$ cat src/rtl/seq_det_pkg.sv
// Shared types and defaults for the serial frame detector.
package seq_det_pkg;
  typedef enum logic [1:0] {
    HUNT    = 2'b00,
    PAYLOAD = 2'b01,
    DONE    = 2'b10
  } state_t;

  localparam int              DEF_PAT_W   = 4;
  localparam logic [DEF_PAT_W-1:0] DEF_PATTERN = 4'b1011;
endpackage

$ cat src/rtl/seq_pattern_window.sv
// Sliding sync-pattern window with a fill counter so stale/reset contents never match.
module seq_pattern_window #(
  parameter int               PAT_W   = 4,
  parameter logic [PAT_W-1:0] PATTERN = 4'b1011
) (
  input  logic clk,
  input  logic rst,
  input  logic clr,
  input  logic en,
  input  logic bitIn,
  output logic match
);
  localparam int FW = $clog2(PAT_W + 1);

  logic [PAT_W-1:0] window;
  logic [FW-1:0]    fill;
  logic [PAT_W-1:0] nextWin;

  assign nextWin = {window[PAT_W-2:0], bitIn};
  // Fill must reach PAT_W counting the bit being shifted in right now.
  assign match = en && (nextWin == PATTERN) && (fill >= FW'(PAT_W - 1));

  always_ff @(posedge clk) begin
    if (rst || clr) begin
      window <= '0;
      fill   <= '0;
    end else if (en) begin
      window <= nextWin;
      if (fill != FW'(PAT_W)) fill <= fill + 1'b1;
    end
  end
endmodule

$ cat src/rtl/seq_frame_detector.sv
// Hunts for a sync pattern, forwards len payload bits, then pulses frame_done.
module seq_frame_detector
  import seq_det_pkg::*;
#(
  parameter int               PAT_W   = DEF_PAT_W,
  parameter logic [PAT_W-1:0] PATTERN = DEF_PATTERN,
  parameter int               LEN_W   = 4,
  parameter int               CNT_W   = 8
) (
  input  logic             clk,
  input  logic             rst,
  input  logic             clk_en,
  input  logic             SerIn,
  input  logic [LEN_W-1:0] len,
  output logic             SerOut,
  output logic             SerOutValid,
  output logic             frame_done,
  output logic             busy,
  output logic [CNT_W-1:0] frame_cnt
);
  state_t           state;
  logic [LEN_W-1:0] bitCnt;
  logic [LEN_W-1:0] lenQ;
  logic             match;

  seq_pattern_window #(.PAT_W(PAT_W), .PATTERN(PATTERN)) uWin (
    .clk   (clk),
    .rst   (rst),
    .clr   (state == DONE),
    .en    (clk_en && (state == HUNT)),
    .bitIn (SerIn),
    .match (match)
  );

  // Payload passes straight through with no added latency.
  assign SerOutValid = clk_en && (state == PAYLOAD);
  assign SerOut      = SerOutValid & SerIn;

  always_ff @(posedge clk) begin
    if (rst) begin
      state      <= HUNT;
      bitCnt     <= '0;
      lenQ       <= '0;
      frame_cnt  <= '0;
      frame_done <= 1'b0;
      busy       <= 1'b0;
    end else begin
      unique case (state)
        HUNT: begin
          if (match) begin
            lenQ   <= len;
            bitCnt <= '0;
            busy   <= 1'b1;
            if (len != '0) begin
              state <= PAYLOAD;
            end else begin
              state      <= DONE;
              frame_done <= 1'b1;
            end
          end
        end
        PAYLOAD: begin
          if (clk_en) begin
            bitCnt <= bitCnt + 1'b1;
            if (bitCnt == lenQ - 1'b1) begin
              state      <= DONE;
              frame_done <= 1'b1;
            end
          end
        end
        DONE: begin
          state      <= HUNT;
          frame_done <= 1'b0;
          busy       <= 1'b0;
          frame_cnt  <= frame_cnt + 1'b1;
        end
        default: begin
          state      <= HUNT;
          frame_done <= 1'b0;
          busy       <= 1'b0;
        end
      endcase
    end
  end
endmodule

$ cat config.mk
export PLATFORM = sky130hd
export DESIGN_NAME = seq_frame_detector
export DESIGN_NICKNAME = d
export VERILOG_FILES = /design/src/rtl/seq_det_pkg.sv /design/src/rtl/seq_pattern_window.sv /design/src/rtl/seq_frame_detector.sv
export SDC_FILE = /design/constraint.sdc
export NUM_CORES = 1
export LEC_CHECK = 0
export ABC_AREA = 1
export ABC_CLOCK_PERIOD_IN_PS = 2820
export BUFFER_PORTS_ARGS = -buffer_cell sky130_fd_sc_hd__buf_2
export CELL_PAD_IN_SITES_DETAIL_PLACEMENT = 0
export CELL_PAD_IN_SITES_GLOBAL_PLACEMENT = 1
export CORE_AREA = 3 3 61 63
export CTS_CLUSTER_DIAMETER = 100
export DETAILED_ROUTE_END_ITERATION = 12
export DIE_AREA = 0 0 64 66
export HOLD_SLACK_MARGIN = 0.15
export PLACE_DENSITY = 0.79
export SKIP_LAST_GASP = 1
export SYNTH_ARGS = -nofsm -noshare
export SYNTH_HDL_FRONTEND = slang
export SYNTH_SLANG_ARGS = --single-unit
export TNS_END_PERCENT = 100
$ cat constraint.sdc
create_clock -name clk -period 2.82 [get_ports clk]
set_input_delay 0.705 -clock clk [delete_from_list [all_inputs] [get_ports clk]]
set_output_delay 0.705 -clock clk [all_outputs]
set_load 0.01 [all_outputs]
# [Word level (Yosys, flattened, before mapping)]
# Index checks and enable logic that the tools add are counted.
[classes] addsub=4 mul=0 div_mod_pow=0 order_cmp=1 n_eq_ne=9 n_shift=0 n_mux=15 bitwise_logic=2 n_reduce_logical=14
[op_table] operator="$add 8x1->8 const B" n=1
[op_table] operator="$mux 2" n=4
[op_table] operator="$mux 4" n=2
[op_table] operator="$pmux 4 s2" n=1
[op_table] operator="$ne 2x2->1 const B" n=3
[op_table] operator="$reduce_and 2->1" n=3
[op_table] operator="$reduce_and 3->1" n=2
[op_table] operator="$mux 1" n=5
[op_table] operator="$add 4x1->4 const B" n=1
[op_table] operator="$eq 4x4->1" n=1
[op_table] operator="$eq 4x4->1 const B" n=1
[op_table] operator="$logic_and 1x1->1" n=4
[op_table] operator="$pmux 1 s2" n=2
[op_table] operator="$pmux 2 s2" n=1
[op_table] operator="$reduce_and 4->1" n=1
[op_table] operator="$reduce_bool 4->1" n=1
[op_table] operator="$sub 4x1->4 const B" n=1
[op_table] operator="$add 3x1->3 const B" n=1
[op_table] operator="$ge 3x2->1 const B" n=1
[op_table] operator="$ne 3x3->1 const B" n=1
[op_table] operator="$eq 2x1->1 const B" n=1
[op_table] operator="$eq 2x2->1 const B" n=1
[op_table] operator="$logic_not 2->1" n=1
[op_table] operator="$ne 2x1->1 const B" n=1
[op_table] operator="4 further kinds" n=4
[word_totals] regBits=26 latch_bits=0 mem_bits_rw=0 mem_bits_ro=0 input_bits=8 out_inout_bits=12 elab_cells=53 mem_count=0

# [Logic depth before layout (Yosys ltp)]
[depth] word_depth=6 mapped_depth=11 mapped_depth_nobuf=11

# [Cells and area by module]
# A second synthesis with hierarchy kept.
[hier_totals] hier_cells=201 area_unflattened_um2=1371.3
[modules_own_cells] module="seq_frame_detector" instances=1 cells_each=152 area_each_um2=1033.5 seq_area_each_um2=400.4
[modules_own_cells] module="seq_pattern_window" instances=1 cells_each=49 area_each_um2=337.8 seq_area_each_um2=120.1

# [Worst setup path before layout]
# OpenSTA, ideal clock, no wires.
[synth_timing] path_kind="input port to output port" start="input port clk_en" end="output port SerOut" t_arrival_ns=0.956 required_ns=2.115 slack_ns=1.159 stages=2 n_path_buf=0 path_cell_list="nand2_2 nor2_1"
[synth_between] elab_chain_len=2
[synth_rtl] item="from (decl)" line_no="seq_frame_detector.sv:12" source="input logic clk_en,"
[synth_rtl] item="$logic_and 1x1->1" line_no="seq_frame_detector.sv:36" source="assign SerOutValid = clk_en && (state == PAYLOAD);"
[synth_rtl] item="$and 1x1->1" line_no="seq_frame_detector.sv:37" source="assign SerOut = SerOutValid & SerIn;"
[synth_rtl] item="to (decl)" line_no="seq_frame_detector.sv:15" source="output logic SerOut,"
# Every way passes these cells.

# [Worst setup path in the final report]
[layout_timing] start="register state[0]" end="output port SerOut"
[layout_between] elab_chain_len=3
[layout_rtl] item="from (decl)" line_no="seq_frame_detector.sv:21" source="state_t state;"
[layout_rtl] item="from (signal assigned)" line_no="seq_frame_detector.sv:41" source="state <= HUNT;"
[layout_rtl] item="from (signal assigned)" line_no="seq_frame_detector.sv:55" source="state <= PAYLOAD;"
[layout_rtl] item="from (signal assigned)" line_no="seq_frame_detector.sv:57" source="state <= DONE;"
[layout_rtl] item="$eq 2x1->1" line_no="seq_frame_detector.sv:36"
[layout_rtl] item="$logic_and 1x1->1" line_no="seq_frame_detector.sv:36"
[layout_rtl] item="$and 1x1->1" line_no="seq_frame_detector.sv:37"
# Every way passes these cells.

==> qor.yml <==
run_status:
  status: "completed"
clock_tree:
  numCtsBuffers: 3
  htreeDepth: 1
  cts_sinks: 26
  clk_pin_slew_ps: 150
  cts_setup_buffers: 0
  cts.repair.resized: 0
  hold_buffers: 0
  cts_buffer_depth: 2
  cts_tree: "done"
  root_buffer: "clkbuf_4"
  worstSkewPairLatency_ps: 320
die:
  die_w_um: 64
  start_util_pct: 41.49
  dieHeight_um: 66
  core_sq_um: 3284
  die-area_sq_um: 4224
  rows: 21
  pin_count: 20
min_path:
  holdPathStages: 2
  min_to: "frame_done"
  hold_class: "reg -> reg"
  worstHoldStart: "frame_done"
critical_path:
  critPathSlowestCell: "dfxtp_1"
  path_cells: "inv_2 -> nor2_1 -> nand2_2 -> nor2_1 -> buf_2"
  worstSetupStartpointType: "flop"
  crit_path_max_fanout: 5
  required_ps: 2120
  r2r_setup_slack_ps: 1390
  slowest_delay_ps: 420
  critPathCaptureType: "output pin"
  r2r_start: "uWin.fill[0]"
  timing.rr.end: "bitCnt[3]"
  arrival_ps: 1390
  r2r_cells: 8
  path_class: "reg -> out"
  timing.critical_path.mode_cell: "nor2_1"
finish:
  antenna_cells: 0
  final_cells: 266
  drive_above_1_share_pct: 17.27
  areaGrowthSynthToFinish_pct: 15.06
  nNetsFinal: 235
  fin_area_sq_um: 1568
route:
  vias: 1216
  detail-route-antenna-nets: 0
  detail_route.wl_per_cell_um: 9.617
  drt-total-wl_um: 2558
  drt_pre_antenna_iters: 4
  via_per_inst: 4.571
  drc: 0
  drt-initial-drc-count: 40
place:
  dpl_cell_area_sq_um: 1515
  place_hpwl_um: 2094
  place_inst: 262
  portBuffers: 19
  gp_congestion: 0.7583
logic_synthesis:
  yosysTopAreaCellShare_pct: 38.20
  ys_ff_latch: 26
  synth_edf_count: 0
  seq_area_frac_synth_pct: 38.20
  yosysTopAreaCell: "dfxtp_1"
  synthTopCellsByCount: "54 x nand2_1, 32 x inv_1, 26 x dfxtp_1"
  synthArstFlopShare_pct: 0
  synth_nets: 211
  synth.distinct_cells: 22
  netlist_area_sq_um: 1363
  ys_top_cells_by_area: "dfxtp_1 38%, nand2_1 15%, inv_1 8.8%"
  syn_avg_cell_area_sq_um: 6.917
  syn_inst: 197
  yosysWarnings: 0
  yosysMostFrequentCell: "nand2_1"
  ys.flop_type: "dfxtp_1"
global_routing:
  grt_max_degree: 16
  grt_pass1_wl_um: 4588
  overflow: 0
  grt_pass1_vias: 1175
  grt_util_all_layers_pct: 13.75
  antenna_found_initial: 0
power_and_ir_drop:
  ir_worst_vdd_uv: 243.3
  p_total_mw: 0.6800
  p_per_area_nw_per_um2: 433.8
  cellLeakagePower_nw: 0.7511
timing:
  setup_tns_ps: 0
  fin_crit_sh_pct: 74.22
  rsz0062_at_grt: "no"
  finClkSkew_ps: 13.71
  hold_violations: 0
  setup_viol: 0
  hold-worst-slack_ps: 462.7
  max_freq_ghz: 0.4778
  period_minus_slack_ps: 2093
  drv_slew: 0
  slew_headroom_pct: 81.01
  tightest_slew_ps: 283.8
job:
  drv_cap: 0
## area by class of cell
cell class,instances,area (sq um)
fill,374,1717
multi-input combinational,135,706.9
sequential,26,520.5
inverter,36,135.1
timing repair buffer,19,95.09
tap,46,57.56
clock inverter,1,30.03
clock buffer,3,22.52
## power breakdown
group	switching, mW	total [mW]	internal, mW
Sequential	0.00515	0.379	0.374
Clock	0.114	0.258	0.144
Combinational	0.0264	0.0430	0.0166
Total	0.145	0.680	0.535
## worst max-delay path, delay by kind of cell, from the launching register on
family / cells / cell delay [ps]
simple gates: 3 / 430
buf+inv: 2 / 210
flops: 1 / 420
## flip-flops by register name, indices dropped and copies added (netlist names)
name / count
uWin.window: 3
lenQ: 4
bitCnt: 4
uWin.fill: 3
state: 2
frame_done: 1
busy: 1
frame_cnt: 8
## worst max-delay path by stage
stage	startpoint	end	slack, ps	depth (start not counted)
6_report	state[0]	SerOut	730	5
4_1_cts	state[0]	SerOut	690	5
3_3_place_gp	clk_en	SerOut	980	4
5_1_grt	state[0]	SerOut	610	5
2_1_floorplan	clk_en	SerOut	1160	2
3_5_place_dp	clk_en	SerOut	960	4
## cell usage in the layout, fill, tap and decap left out
| master | Yosys | final |
|---|---|---|
| bufinv_16 | 0 | 1 |
| nor3_1 | 2 | 2 |
| nand3_4 | 1 | 1 |
| o21ai_0 | 8 | 8 |
| dfxtp_1 | 26 | 26 |
| buf_2 | 0 | 19 |
| nand3_2 | 2 | 2 |
| a21oi_1 | 14 | 14 |
| nand2_2 | 4 | 4 |
| nand2_1 | 54 | 54 |
| inv_1 | 32 | 32 |
| xor2_1 | 1 | 1 |
| nor2_4 | 2 | 2 |
| nand2_4 | 1 | 1 |
| nor3_2 | 1 | 1 |
| nand3_1 | 11 | 11 |
| inv_2 | 3 | 3 |
| ha_1 | 6 | 6 |
| a21boi_1 | 1 | 1 |
| nor2_8 | 1 | 1 |
| clkinv_1 | 1 | 1 |
| o22ai_1 | 4 | 4 |
| nand3b_1 | 1 | 1 |
| nor2_1 | 21 | 21 |
| clkbuf_4 | 0 | 3 |
## layer usage
metal  up-vias  routed length, um  part of all wire [%]  track usage (%)
met1       544               1125                    44            14.11
met5         -                  0                     0                0
met3         2                 80                   3.1            3.231
met4         0                 23                  0.90            6.469
li1        659                  -                     -                -
met2        11               1329                    52            26.06
## stage by stage
step / setup WS, ps / util, %
after floorplan: 1159 / -
after global placement: 975.1 / 46.13
after detailed placement: 962.6 / 46.13
after CTS: 691.7 / 47.73
after global routing: 608.0 / 47.73
final: 726.9 / 47.73
## cells by family after synthesis
family	after synthesis	synth area share, %
flip-flops	26	38.20
adder cells (fa/ha/maj)	6	5.509
AO/OA/AOI/OAI	27	10.47
buffers and inverters	36	9.917
XOR/XNOR	1	0.6429
AND/OR/NAND/NOR	101	35.26
(Power assumes the default switching activity.)
